--- config.mk ---
export PLATFORM = sky130hd
export DESIGN_NAME = fifo_rr_push_arbiter_flat
export DESIGN_NICKNAME = d
export VERILOG_FILES = /design/src/rtl/fifo_rr_push_arbiter_if.sv /design/src/rtl/fifo_rr_push_arbiter.sv /design/src/flat_wrapper.sv
export SDC_FILE = /design/constraint.sdc
export NUM_CORES = 1
export LEC_CHECK = 0
export CAP_MARGIN = 25
export CORE_MARGIN = 2
export CORE_UTILIZATION = 26
export DETAILED_ROUTE_END_ITERATION = 12
export GPL_TIMING_DRIVEN = 1
export PLACE_DENSITY = 0.78
export SKIP_CTS_REPAIR_TIMING = 1
export SLEW_MARGIN = 20
export SYNTH_ARGS = -nofsm -noshare
export SYNTH_HDL_FRONTEND = slang
export SYNTH_SLANG_ARGS = --single-unit
--- constraint.sdc ---
create_clock -name clk_i -period 2.43 [get_ports clk_i]
set_clock_uncertainty 0.15 [all_clocks]
set_input_delay 0.3645 -clock clk_i [delete_from_list [all_inputs] [get_ports clk_i]]
set_output_delay 0.3645 -clock clk_i [all_outputs]
set_load 0.1 [all_outputs]
--- src/rtl/fifo_rr_push_arbiter_if.sv ---
// Push-side bundle between the producers, the round-robin push arbiter and the shared fifo.
// slave is the arbiter's view; master is the view of the producers plus fifo environment.
interface fifo_rr_push_arbiter_if #(
  parameter int unsigned NUM_REQ    = 4,
  parameter int unsigned DATA_WIDTH = 32,
  parameter int unsigned DEPTH      = 8,
  parameter int unsigned INDEX_BITS = $clog2(DEPTH + 1),
  parameter int unsigned REQ_BITS   = $clog2(NUM_REQ)
);
  logic [NUM_REQ-1:0]            req_valid_i;
  logic [NUM_REQ*DATA_WIDTH-1:0] req_data_i;
  logic [NUM_REQ-1:0]            req_ready_o;
  logic                          flush_req_i;
  logic                          flush_done_o;
  logic                          grant_valid_o;
  logic [REQ_BITS-1:0]           grant_id_o;
  logic                          fifo_full_i;
  logic [INDEX_BITS-1:0]         fifo_usage_i;
  logic                          fifo_push_o;
  logic [DATA_WIDTH-1:0]         fifo_data_o;
  logic                          fifo_flush_o;

  modport slave (
    input  req_valid_i,
    input  req_data_i,
    input  flush_req_i,
    input  fifo_full_i,
    input  fifo_usage_i,
    output req_ready_o,
    output flush_done_o,
    output grant_valid_o,
    output grant_id_o,
    output fifo_push_o,
    output fifo_data_o,
    output fifo_flush_o
  );

  modport master (
    output req_valid_i,
    output req_data_i,
    output flush_req_i,
    output fifo_full_i,
    output fifo_usage_i,
    input  req_ready_o,
    input  flush_done_o,
    input  grant_valid_o,
    input  grant_id_o,
    input  fifo_push_o,
    input  fifo_data_o,
    input  fifo_flush_o
  );
endinterface

--- src/rtl/fifo_rr_push_arbiter.sv ---
// Round-robin push arbiter with bounded bursts and flush sequencing for one shared fifo.
// Optional per-requester saturating grant counters when FIFO_ARB_STATS_EN is defined.
module fifo_rr_push_arbiter #(
  parameter int unsigned NUM_REQ    = 4,
  parameter int unsigned DATA_WIDTH = 32,
  parameter int unsigned DEPTH      = 8,
  parameter int unsigned MAX_BURST  = 4,
  parameter int unsigned INDEX_BITS = $clog2(DEPTH + 1),
  parameter int unsigned REQ_BITS   = $clog2(NUM_REQ)
) (
  input  logic                      clk_i,
  input  logic                      rst_i,
  fifo_rr_push_arbiter_if.slave     bus
`ifdef FIFO_ARB_STATS_EN
  ,
  output logic [NUM_REQ*16-1:0]     stat_grants_o
`endif
);

  localparam int unsigned CNT_BITS = $clog2(MAX_BURST + 1);
  localparam logic [CNT_BITS-1:0] BurstLast = CNT_BITS'(MAX_BURST - 1);
  localparam logic [REQ_BITS:0]   NumReqW   = (REQ_BITS + 1)'(NUM_REQ);

  typedef enum logic [1:0] {StIdle, StBurst, StFlush} state_e;

  state_e              r_state, w_state_d;
  logic [REQ_BITS-1:0] r_rr_ptr, w_rr_ptr_d;
  logic [REQ_BITS-1:0] r_owner, w_owner_d;
  logic [CNT_BITS-1:0] r_burst_cnt, w_burst_cnt_d;

  logic                  w_found;
  logic [REQ_BITS-1:0]   w_sel;
  logic [REQ_BITS:0]     w_scan;
  logic [NUM_REQ-1:0]    w_ready;
  logic                  w_xfer;
  logic [REQ_BITS-1:0]   w_xfer_id;
  logic [DATA_WIDTH-1:0] w_data;
  logic [INDEX_BITS-1:0] w_unused_usage;

  assign w_unused_usage = bus.fifo_usage_i;

  function automatic logic [REQ_BITS-1:0] next_idx(input logic [REQ_BITS-1:0] idx);
    if (idx == REQ_BITS'(NUM_REQ - 1)) begin
      return '0;
    end
    return idx + REQ_BITS'(1);
  endfunction

  // First valid requester scanning upward from r_rr_ptr; wraps explicitly so any NUM_REQ works.
  always_comb begin
    w_found = 1'b0;
    w_sel   = '0;
    w_scan  = '0;
    for (int unsigned k = 0; k < NUM_REQ; k++) begin
      w_scan = {1'b0, r_rr_ptr} + (REQ_BITS + 1)'(k);
      if (w_scan >= NumReqW) begin
        w_scan = w_scan - NumReqW;
      end
      if (!w_found && bus.req_valid_i[w_scan[REQ_BITS-1:0]]) begin
        w_found = 1'b1;
        w_sel   = w_scan[REQ_BITS-1:0];
      end
    end
  end

  always_ff @(posedge clk_i) begin
    if (rst_i) begin
      r_state     <= StIdle;
      r_rr_ptr    <= '0;
      r_owner     <= '0;
      r_burst_cnt <= '0;
    end else begin
      r_state     <= w_state_d;
      r_rr_ptr    <= w_rr_ptr_d;
      r_owner     <= w_owner_d;
      r_burst_cnt <= w_burst_cnt_d;
    end
  end

  always_comb begin
    w_state_d     = r_state;
    w_rr_ptr_d    = r_rr_ptr;
    w_owner_d     = r_owner;
    w_burst_cnt_d = r_burst_cnt;
    if (r_state != StFlush && bus.flush_req_i) begin
      w_state_d     = StFlush;
      w_owner_d     = '0;
      w_burst_cnt_d = '0;
    end else begin
      unique case (r_state)
        StIdle: begin
          if (w_xfer) begin
            w_owner_d     = w_sel;
            w_burst_cnt_d = CNT_BITS'(1);
            if (MAX_BURST == 1) begin
              w_rr_ptr_d = next_idx(w_sel);
            end else begin
              w_state_d = StBurst;
            end
          end
        end
        StBurst: begin
          // Owner dropping valid ends the burst; a full fifo only stalls it.
          if (!bus.req_valid_i[r_owner]) begin
            w_rr_ptr_d    = next_idx(r_owner);
            w_burst_cnt_d = '0;
            w_state_d     = StIdle;
          end else if (w_xfer) begin
            if (r_burst_cnt == BurstLast) begin
              w_rr_ptr_d    = next_idx(r_owner);
              w_burst_cnt_d = '0;
              w_state_d     = StIdle;
            end else begin
              w_burst_cnt_d = r_burst_cnt + CNT_BITS'(1);
            end
          end
        end
        StFlush: w_state_d = StIdle;
        default: w_state_d = StIdle;
      endcase
    end
  end

  // Ready is only raised together with the matching valid, so ready alone marks a transfer.
  always_comb begin
    w_ready   = '0;
    w_xfer_id = r_owner;
    unique case (r_state)
      StIdle: begin
        w_xfer_id = w_sel;
        if (!bus.flush_req_i && !bus.fifo_full_i && w_found) begin
          w_ready[w_sel] = 1'b1;
        end
      end
      StBurst: begin
        if (!bus.flush_req_i && !bus.fifo_full_i && bus.req_valid_i[r_owner]) begin
          w_ready[r_owner] = 1'b1;
        end
      end
      default: w_ready = '0;
    endcase
    if (rst_i) begin
      w_ready = '0;
    end
  end

  assign w_xfer = |w_ready;

  always_comb begin
    w_data = '0;
    for (int unsigned r = 0; r < NUM_REQ; r++) begin
      if (w_xfer && w_xfer_id == REQ_BITS'(r)) begin
        w_data = bus.req_data_i[r*DATA_WIDTH +: DATA_WIDTH];
      end
    end
  end

  assign bus.req_ready_o   = w_ready;
  assign bus.fifo_push_o   = w_xfer;
  assign bus.grant_valid_o = w_xfer;
  assign bus.grant_id_o    = w_xfer ? w_xfer_id : '0;
  assign bus.fifo_data_o   = w_data;
  assign bus.fifo_flush_o  = (r_state == StFlush) && !rst_i;
  assign bus.flush_done_o  = (r_state == StFlush) && !rst_i;

`ifdef FIFO_ARB_STATS_EN
  for (genvar g = 0; g < NUM_REQ; g++) begin : g_stat
    logic [15:0] r_stat;
    always_ff @(posedge clk_i) begin
      if (rst_i) begin
        r_stat <= '0;
      end else if (w_xfer && w_xfer_id == REQ_BITS'(g) && r_stat != 16'hFFFF) begin
        r_stat <= r_stat + 16'd1;
      end
    end
    assign stat_grants_o[g*16 +: 16] = r_stat;
  end
`endif

endmodule

--- src/flat_wrapper.sv ---
// flat-port wrapper written by rule: the top's interface ports become plain ports
module fifo_rr_push_arbiter_flat 
#(
  parameter int unsigned NUM_REQ    = 4,
  parameter int unsigned DATA_WIDTH = 32,
  parameter int unsigned DEPTH      = 8,
  parameter int unsigned MAX_BURST  = 4,
  parameter int unsigned INDEX_BITS = $clog2(DEPTH + 1),
  parameter int unsigned REQ_BITS   = $clog2(NUM_REQ)
)
  (clk_i, rst_i, bus_req_valid_i, bus_req_data_i, bus_flush_req_i, bus_fifo_full_i, bus_fifo_usage_i, bus_req_ready_o, bus_flush_done_o, bus_grant_valid_o, bus_grant_id_o, bus_fifo_push_o, bus_fifo_data_o, bus_fifo_flush_o);
  fifo_rr_push_arbiter_if #(.NUM_REQ(NUM_REQ), .DATA_WIDTH(DATA_WIDTH), .DEPTH(DEPTH), .INDEX_BITS(INDEX_BITS), .REQ_BITS(REQ_BITS)) bus_i ();
  input  logic clk_i;
  input  logic rst_i;
  input wire logic [$bits(bus_i.req_valid_i)-1:0] bus_req_valid_i;
  input wire logic [$bits(bus_i.req_data_i)-1:0] bus_req_data_i;
  input wire logic [$bits(bus_i.flush_req_i)-1:0] bus_flush_req_i;
  input wire logic [$bits(bus_i.fifo_full_i)-1:0] bus_fifo_full_i;
  input wire logic [$bits(bus_i.fifo_usage_i)-1:0] bus_fifo_usage_i;
  output wire logic [$bits(bus_i.req_ready_o)-1:0] bus_req_ready_o;
  output wire logic [$bits(bus_i.flush_done_o)-1:0] bus_flush_done_o;
  output wire logic [$bits(bus_i.grant_valid_o)-1:0] bus_grant_valid_o;
  output wire logic [$bits(bus_i.grant_id_o)-1:0] bus_grant_id_o;
  output wire logic [$bits(bus_i.fifo_push_o)-1:0] bus_fifo_push_o;
  output wire logic [$bits(bus_i.fifo_data_o)-1:0] bus_fifo_data_o;
  output wire logic [$bits(bus_i.fifo_flush_o)-1:0] bus_fifo_flush_o;
  assign bus_i.req_valid_i = bus_req_valid_i;
  assign bus_i.req_data_i = bus_req_data_i;
  assign bus_i.flush_req_i = bus_flush_req_i;
  assign bus_i.fifo_full_i = bus_fifo_full_i;
  assign bus_i.fifo_usage_i = bus_fifo_usage_i;
  assign bus_req_ready_o = bus_i.req_ready_o;
  assign bus_flush_done_o = bus_i.flush_done_o;
  assign bus_grant_valid_o = bus_i.grant_valid_o;
  assign bus_grant_id_o = bus_i.grant_id_o;
  assign bus_fifo_push_o = bus_i.fifo_push_o;
  assign bus_fifo_data_o = bus_i.fifo_data_o;
  assign bus_fifo_flush_o = bus_i.fifo_flush_o;
  fifo_rr_push_arbiter #(.NUM_REQ(NUM_REQ), .DATA_WIDTH(DATA_WIDTH), .DEPTH(DEPTH), .MAX_BURST(MAX_BURST), .INDEX_BITS(INDEX_BITS), .REQ_BITS(REQ_BITS)) u_core (.clk_i(clk_i), .rst_i(rst_i), .bus(bus_i));
endmodule
==> results of run 1 <==
-- registers in the layout, summed over array words and instances (netlist names) --
signal / cells
u_core.r_burst_cnt: 3
u_core.r_owner: 2
u_core.r_rr_ptr: 2
u_core.r_state: 2
-- per-stage QoR --
stage / instances / hold WS (ps) / TNS, ps
final: 509 / 323 / -13060
after global routing: 509 / 349 / -15250
after CTS: 503 / 323 / -22120
after detailed placement: 499 / 316 / -22730
after global placement: 499 / 292 / -21730
after floorplan: 210 / 280 / -13280
-- placed cells by master (no fill, tap or decap), types with 2 or more instances in the layout --
cell,netlist,layout
o211ai_1,2,2
buf_16,0,2
clkdlybuf4s50_1,0,128
o21a_1,2,2
nor2_1,11,8
mux2i_2,0,22
buf_8,0,2
buf_4,7,38
a21oi_1,7,5
dlymetal6s2s_1,0,4
inv_4,0,2
buf_12,0,51
mux2i_1,66,26
or3_4,0,2
nor2_4,0,2
ha_1,5,3
clkbuf_8,0,3
o21ai_0,6,4
inv_1,4,2
dfxtp_2,0,2
ha_4,0,2
clkbuf_16,0,4
o22ai_4,0,32
clkbuf_2,0,2
dfxtp_4,0,2
nor3_1,3,2
nor2b_4,0,2
nand2_1,13,10
a22o_1,2,2
nand3_1,2,2
dfxtp_1,9,5
buf_6,0,4
nand2b_1,6,5
a21oi_2,0,2
mux2i_4,0,18
-- where the power goes --
group / switching (W) / internal, W
clock: 0.0000643 / 0.000115
combinational: 0.000509 / 0.000567
sequential: 0.00000212 / 0.000148
total: 0.000576 / 0.000830
-- per-layer routing --
metal | up-vias | share of wire
met5 | - | 0
met4 | 0 | 0.029
met3 | 20 | 0.054
met2 | 130 | 0.54
met1 | 1287 | 0.37
li1 | 1267 | -
-- worst max-delay path by stage --
stage | from | end
global route | u_core.r_rr_ptr[0] | bus_fifo_data_o[3]
CTS | bus_req_valid_i[0] | bus_fifo_data_o[16]
detailed placement | bus_req_valid_i[0] | bus_fifo_data_o[16]
finish | u_core.r_owner[1] | bus_fifo_data_o[12]
global placement | bus_req_valid_i[0] | bus_fifo_data_o[16]
floorplan | bus_req_valid_i[0] | bus_req_ready_o[1]
-- critical path: stages (launching register included) --
cell and delay (ps):
dfxtp_4 390, inv_4 50, ha_4 150, or4_4 560, a41o_4 270, nand2b_4 170
buf_12 210, o22ai_4 100, buf_12 180
-- cells by family after synthesis --
group	count (synthesis)	share of synthesized area
buffers and inverters	22	0.0717
AOI/OAI and AO/OA	58	0.226
and+or+nand+nor	49	0.149
adders and majority gates	5	0.0374
muxes	67	0.408
DFF	9	0.108
-- final cells by class --
class	instances	area, sq um
Timing Repair Buffer	235	2880
Clock buffer	4	45.0
Inverter	5	40.0
Sequential cell	9	190
Multi-Input combinational cell	179	2270
Tap cell	77	96.3
Fill cell	293	759
==> results.md, run 1 <==
* Crit share post-route at 1.17
* Number of synthesized flops with an enable pin at 0
* Hold WC Path Type: flop to flop
* CTS tree: done
* Startpoint Class: flop
* Critical path peak fanout at 11
* Chip Width at 84.2 microns
* Routed WL at 10800 microns
* Leakage at 1.99 nW
* WL per Instance at 21.1 microns
* Hold path depth at 2
* Most used routing layer: met2
* Yosys reg bits at 9
* Pwr Total at 0.00141 W
* Gr usage total at 0.240
* Nets at 578
* RR Endpoint: u_core.r_rr_ptr[0]
* Worst R2R Path Depth at 7
* Synth Warn # at 0
* RR Startpoint: u_core.r_owner[0]
* Die height at 84.2 microns
* Clock Tree Root: clkbuf_8
* Final ANT Viol Nets at 0
* CORE AREA at 6280 sq um
* Final Instance Area at 5520 sq um
* Biggest area consumer among synthesized cells: mux2i_1
* Max-cap violations at 0
* Register area share after synthesis at 0.108
* Clk sink count at 9
* Hold_sp: u_core.r_burst_cnt[2]
* Vias in the first global route at 2692
* I/O Pins at 182
* Setup ws final at -409 ps
* Maximum vdd drop at 369 uV
* # setup viols final at 40
* Max clock buf depth at 2
* # port buffers at 177
* Mapped Area at 1670 sq um
* Placed instance area at 4940 sq um
* Hold Violations, Final at 0
* Post-layout util at 0.879
* H-tree depth at 1
* Site Rows at 29
* Yosys top cell area share at 0.395
* Asr flop ratio synth at 0
* Drt drc at 0
* GR Util met1 at 0.279
* Headroom to the max-slew limit at 0.717
* Maximum achievable frequency at 352 MHz
* Worst reg2reg setup slack at 0 ps
* Share of cells above drive strength 1 at 0.484
* First-pass GRT wire length at 13800 microns
* Worst slew pin tran at 420 ps
* Pre-antenna DRT Iters at 4
* Synth Net Count at 355
* RSZ-0062 raised after global routing: true
* Failing checks: setup timing
* CTS buffer count at 3
* GPL Wtd Cong at 0.879
* Via density per instance at 5.31
* Initial Utilization at 0.267
* Req. time, crit path at 1920 ps
* Ant. Diodes at 0
* Setup WS pre-CTS at -659 ps
* P per Cell Area at 255 nW/um^2
* DP Wirelength at 7830 microns
* Latest clock arrival within the worst-skew pair at 240 ps
* Met2 usage at 0.454
* Initial antenna violation count at 0
* Clock transition at the registers of the reported paths at 50 ps
* Number of DRC markers in iteration 0 at 43
* Syn avg cell area at 7.97 sq um
* Met3 Usage GRT at 0.0374
* Status: finished with violations
* Synth Instances at 210
* Ranking of synthesized cells by area: mux2i_1 (39%), o22ai_1 (12%), dfxtp_1 (11%), ha_1 (3.7%), buf_4 (3.1%)
* CP endpoint kind: output pin
* CP arrival at 2320 ps
* Tmin final at 2840 ps
* Setup CP Type: flop to output pin
* Vias at 2704
* Hold endpoint: u_core.r_burst_cnt[2]
* Largest net degree at the start of global routing at 16
* Growth of design area from synthesis to finish at 230%
* Most common cell in the synthesized netlist: mux2i_1
* Primary FF master, synth: dfxtp_1
* Die area at 7100 sq um
* Grt total ovfl at 0
* Netlist cell types at 36
* Final Slew Violations at 0
* Top post-synthesis cells by count: mux2i_1 (66), o22ai_1 (32), nand2_1 (13)
Note: power is estimated with default switching activity, not from simulation.
==> run 2, diff against run 1 <==
--- a/config.mk
+++ b/config.mk
@@ -9,7 +9,6 @@
 export CORE_MARGIN = 2
 export CORE_UTILIZATION = 26
 export DETAILED_ROUTE_END_ITERATION = 12
-export GPL_TIMING_DRIVEN = 1
 export PLACE_DENSITY = 0.78
 export SKIP_CTS_REPAIR_TIMING = 1
 export SLEW_MARGIN = 20
==> results of run 2 <==
Same layout as run 1: the final DEF is identical, and so are final timing and power.
==> run 3, diff against run 2 <==
==> constraint.sdc (replaced) <==
create_clock -name clk_i -period 2.57 [get_ports clk_i]
set_clock_uncertainty 0.15 [all_clocks]
set_input_delay 0.3855 -clock clk_i [delete_from_list [all_inputs] [get_ports clk_i]]
set_output_delay 0.3855 -clock clk_i [all_outputs]
set_load 0.1 [all_outputs]
==> run 3 against run 2 <==
  * The flow still finishes with violations (setup timing)
  * Combinational power fell by 9.8%
  * Flip-flop and latch count unchanged
  * Critical endpoint is now bus_fifo_data_o[9]
  * Final area is 3.3% lower
  * Final cell count rose by 0.20%
  * Sequential power is 5% lower
  * Setup slack better by 110 ps
  * Total power fell by 8.5%
  * First-iteration DRC count is 79% higher
==> results.md, run 3 (synthesis results as in run 1) <==
* RSZ-0062 raised after global routing: true
* CP arrival at 2340 ps
* Startpoint Class: primary input
* Vias at 2648
* CTS tree: done
* Number of DRC markers in iteration 0 at 77
* Via density per instance at 5.19
* Share of cells above drive strength 1 at 0.432
* Crit share post-route at 1.12
* Commonest cells after routing, fill and taps aside: clkdlybuf4s50_1 (129), buf_12 (54), buf_4 (43), mux2i_1 (37), o22ai_4 (32)
* Final Slew Violations at 0
* Critical path peak fanout at 6
* Maximum vdd drop at 334 uV
* First-pass GRT wire length at 13900 microns
* Req. time, crit path at 2030 ps
* CORE AREA at 6280 sq um
* Placed cell count at 499
* Clk sink count at 9
* Setup CP Type: primary input to output pin
* Most common cell after layout, fill and taps aside: clkdlybuf4s50_1
* Grt total ovfl at 0
* RR Startpoint: u_core.r_owner[0]
* Die height at 84.2 microns
* DP Wirelength at 7900 microns
* Worst reg2reg setup slack at 190 ps
* Maximum achievable frequency at 348 MHz
* Chip Width at 84.2 microns
* CP endpoint kind: output pin
* Gr usage total at 0.245
* Die area at 7100 sq um
* Worst slew pin tran at 405 ps
* Headroom to the max-slew limit at 0.728
* Largest net degree at the start of global routing at 13
* Hold path depth at 2
* Site Rows at 29
* WL per Instance at 20.3 microns
* Pwr Total at 0.00129 W
* Clock Tree Root: clkbuf_8
* Non-Filler Instances at 510
* GPL Wtd Cong at 0.857
* Initial Utilization at 0.267
* Growth of design area from synthesis to finish at 219%
* I/O Pins at 182
* Max clock buf depth at 2
* Failing checks: setup timing
* Max reg flops at 3
* Latest clock arrival within the worst-skew pair at 240 ps
* Biggest register: u_core.r_burst_cnt
* Tmin final at 2870 ps
* Worst R2R Path Depth at 7
* Ant. Diodes at 0
* Final ANT Viol Nets at 0
* Hold WC Path Type: flop to flop
* # port buffers at 177
* Pre-antenna DRT Iters at 4
* Vias in the first global route at 2708
* Hold_ws at 322 ps
* # setup viols final at 34
* Clock transition at the registers of the reported paths at 50 ps
* Hold endpoint: u_core.r_burst_cnt[2]
* Hold_sp: u_core.r_burst_cnt[2]
* Setup ws final at -304 ps
* Nets at 579
* Status: finished with violations
* CTS buffer count at 3
* Leakage at 1.95 nW
* Routed WL at 10400 microns
* Initial antenna violation count at 0
* Hold Violations, Final at 0
* P per Cell Area at 241 nW/um^2
* H-tree depth at 1
* Max-cap violations at 0
* Drt drc at 0
* RR Endpoint: u_core.r_rr_ptr[0]
==> run 3: per-stage QoR <==
step,cell area [sq um],worst slack (ps),setup TNS (ps),utilization
floorplan,2240,-365,-9790,-
global placement,4930,-511,-16780,0.786
detailed placement,4930,-573,-19160,0.786
CTS,4980,-585,-19100,0.793
global route,5340,-355,-10720,0.850
finish,5340,-304,-8660,0.850
==> run 3: critical path, stage by stage <==
cell and delay [ps]:
dlymetal6s2s_1 160, nor2b_1 140, o21a_1 220, o41ai_4 390
buf_12 190, buf_4 150, buf_6 140, mux2i_4 260
o22ai_4 110, buf_12 180
==> run 3: layout make-up <==
cell class	instances	area [sq um]
repair buffers	236	2850
multi-input cells	179	2120
fillers	315	940
flip-flops and latches	9	188
well taps	77	96.3
clock buffers	4	45.0
inverters	5	35.0
==> run 3: metal layers <==
layer	global-route usage	wire, microns	vias to the layer above	share of wire
met3	0.0442	621	26	0.060
li1	-	-	1263	-
met5	0	0	-	0
met4	0.0894	315	0	0.030
met1	0.278	3870	1229	0.37
met2	0.455	5550	130	0.54
==> run 3: where the power goes <==
group          leakage, nW  switching, W  total [W]  internal [W]
clock               0.0228     0.0000610   0.000170      0.000109
sequential          0.0744    0.00000181   0.000142      0.000140
combinational         1.86      0.000467   0.000974      0.000507
==> run 3: worst max-delay path by stage <==
stage	to	slack, ps	from	cells after the start
after CTS	bus_fifo_data_o[29]	-590	bus_req_valid_i[0]	9
final	bus_fifo_data_o[9]	-300	bus_req_valid_i[2]	10
after floorplan	bus_req_ready_o[1]	-360	bus_req_valid_i[0]	5
after global routing	bus_fifo_data_o[9]	-350	bus_req_valid_i[2]	10
after global placement	bus_fifo_data_o[29]	-510	bus_req_valid_i[0]	9
after detailed placement	bus_fifo_data_o[29]	-570	bus_req_valid_i[0]	9
==> RTL change: new RTL, config.mk and constraints of run 3 <==
`MAX_BURST` is set to 4 in 2 places; all go to 8.
--- a/src/rtl/fifo_rr_push_arbiter.sv
+++ b/src/rtl/fifo_rr_push_arbiter.sv
@@ -4,7 +4,7 @@
   parameter int unsigned NUM_REQ    = 4,
   parameter int unsigned DATA_WIDTH = 32,
   parameter int unsigned DEPTH      = 8,
-  parameter int unsigned MAX_BURST  = 4,
+  parameter int unsigned MAX_BURST  = 8,
   parameter int unsigned INDEX_BITS = $clog2(DEPTH + 1),
   parameter int unsigned REQ_BITS   = $clog2(NUM_REQ)
 ) (
--- a/src/flat_wrapper.sv
+++ b/src/flat_wrapper.sv
@@ -4,7 +4,7 @@
   parameter int unsigned NUM_REQ    = 4,
   parameter int unsigned DATA_WIDTH = 32,
   parameter int unsigned DEPTH      = 8,
-  parameter int unsigned MAX_BURST  = 4,
+  parameter int unsigned MAX_BURST  = 8,
   parameter int unsigned INDEX_BITS = $clog2(DEPTH + 1),
   parameter int unsigned REQ_BITS   = $clog2(NUM_REQ)
 )
Formal check against the unedited RTL: not equivalent (a bounded check fails within 10 cycles, from zero or initial values and one cycle with rst_i high).
==> RTL change against run 3 <==
The flow still finishes with violations (negative setup slack). Sequential cell count up 1. Cell area up 18%. Sequential share of layout area down 0.21 points. Global-route usage down 3.8 points. Count of clock-buffer cells in the layout unchanged. Critical path type is now reg -> out. Total power up 18%. Setup slack worse by 19 ps. Critical path depth unchanged. Routed wire length up 33%. Synthesized area up 25%. Die area up 24%.
==> RTL change: results (changes against run 3) <==
** Run status
- Outcome :: finished with violations
- Violations in the final reports :: negative setup slack

** Setup path
- Setup slack, reg-to-reg :: 210 ps (+20 ps)
- Slowest cell on the critical path :: sky130_fd_sc_hd__dfxtp_2
- Delay of the slowest critical-path stage :: 340 ps (-50 ps)

** Global route
- Wire length of the first global-routing pass :: 14,500 microns (+4.2%)
- The met1 capacity usage during global routing is 0.229 (-0.0485).
- Via count of the first global-routing pass :: 2,851 (+5.3%)
- The global routing met3 resource utilization was 0.0443 (+0.0000713).
- Pin count of the biggest net entering global routing :: 18 (+5)
- The met2 global-route usage was 0.402 (-0.0530).

** Cells and area
- Share of post-route cells with drive strength above 1 :: 0.534 (+0.103)
- Largest register FFs :: 4 (+1)

** Timing
- The setup slack after layout is -323 ps (-19.2 ps).
- The transition time of the tightest slew-check pin was 403 ps (-2.03 ps).
- Finish-stage setup viols :: 39 (+15%)
- Worst Hold Slack :: 365 ps (+43.3 ps)

** Synth
- Sorting the synthesized cells by how often they occur yields sky130_fd_sc_hd__mux2i_1 (69), sky130_fd_sc_hd__o22ai_2 (29), sky130_fd_sc_hd__nor2_1 (17).
- The distinct cell type count after synthesis is 46 (+28%).

** Hold path
- The worst hold path terminates at u_core.r_burst_cnt[1].

** Drt
- Detailed route wirelength on metal2 :: 7480 microns (+35%)
- The count of vias placed by the detailed router was 3,007 (+14%).
- Average routed wire per standard cell :: 24.3 microns (+20%)
- Detailed-routed wire length on met3 :: 982 microns (+58%)
- Number of DRC markers in iteration 0 :: 67 (-13%)

** Power and ir drop
- Peak supply drop :: 0.000271 V (-19%)
-- RTL change: critical path, delay by kind of cell, from the launching register on --
kind / cells / cell delay [ps]
AOI/OAI and AO/OA: 2 / 480
buffers and inverters: 5 / 850
DFF: 1 / 340
muxes: 1 / 330
and+or+nand+nor: 2 / 110
-- RTL change: area by class of cell --
class,instances,share of cell area
repair buffers,246,0.489
multi-input cells,194,0.441
flip-flops and latches,10,0.0330
well taps,102,0.0203
clock buffers,4,0.00875
inverters,10,0.00756
-- RTL change: through the flow --
step	cell area [sq um]	instances	TNS (ps)
4_1_cts	5180	547	-19400
6_report	6290	566	-9050
5_1_grt	6290	566	-11400
3_5_place_dp	5130	543	-19700
2_1_floorplan	2450	232	-12520
3_3_place_gp	5130	543	-16980
-- RTL change: cell families after synthesis --
logic type,count (synthesis),share of synthesized area
fa+ha+maj,5,0.0299
flops,10,0.0958
mux,72,0.352
simple gates,57,0.153
buf+inv,28,0.0814
compound gates,60,0.288
-- RTL change: power by group --
part           switching, mW  total, mW  leakage (nW)  internal [mW]
clock                 0.0739      0.209        0.0288          0.135
sequential           0.00260      0.159        0.0832          0.156
combinational          0.549       1.15          2.09          0.606
total                  0.625       1.52          2.20          0.898
-- RTL change: worst max-delay path by stage --
stage                     depth (start not counted)                   to               start  slack [ps]
after CTS                                         9   bus_fifo_data_o[5]  bus_req_valid_i[2]        -600
after detailed placement                          9   bus_fifo_data_o[5]  bus_req_valid_i[2]        -600
after floorplan                                   7  bus_fifo_data_o[14]     bus_fifo_full_i        -400
after global routing                              8  bus_fifo_data_o[24]   u_core.r_state[0]        -380
final                                            10  bus_fifo_data_o[24]  u_core.r_rr_ptr[1]        -320
after global placement                            9   bus_fifo_data_o[5]  bus_req_valid_i[2]        -510
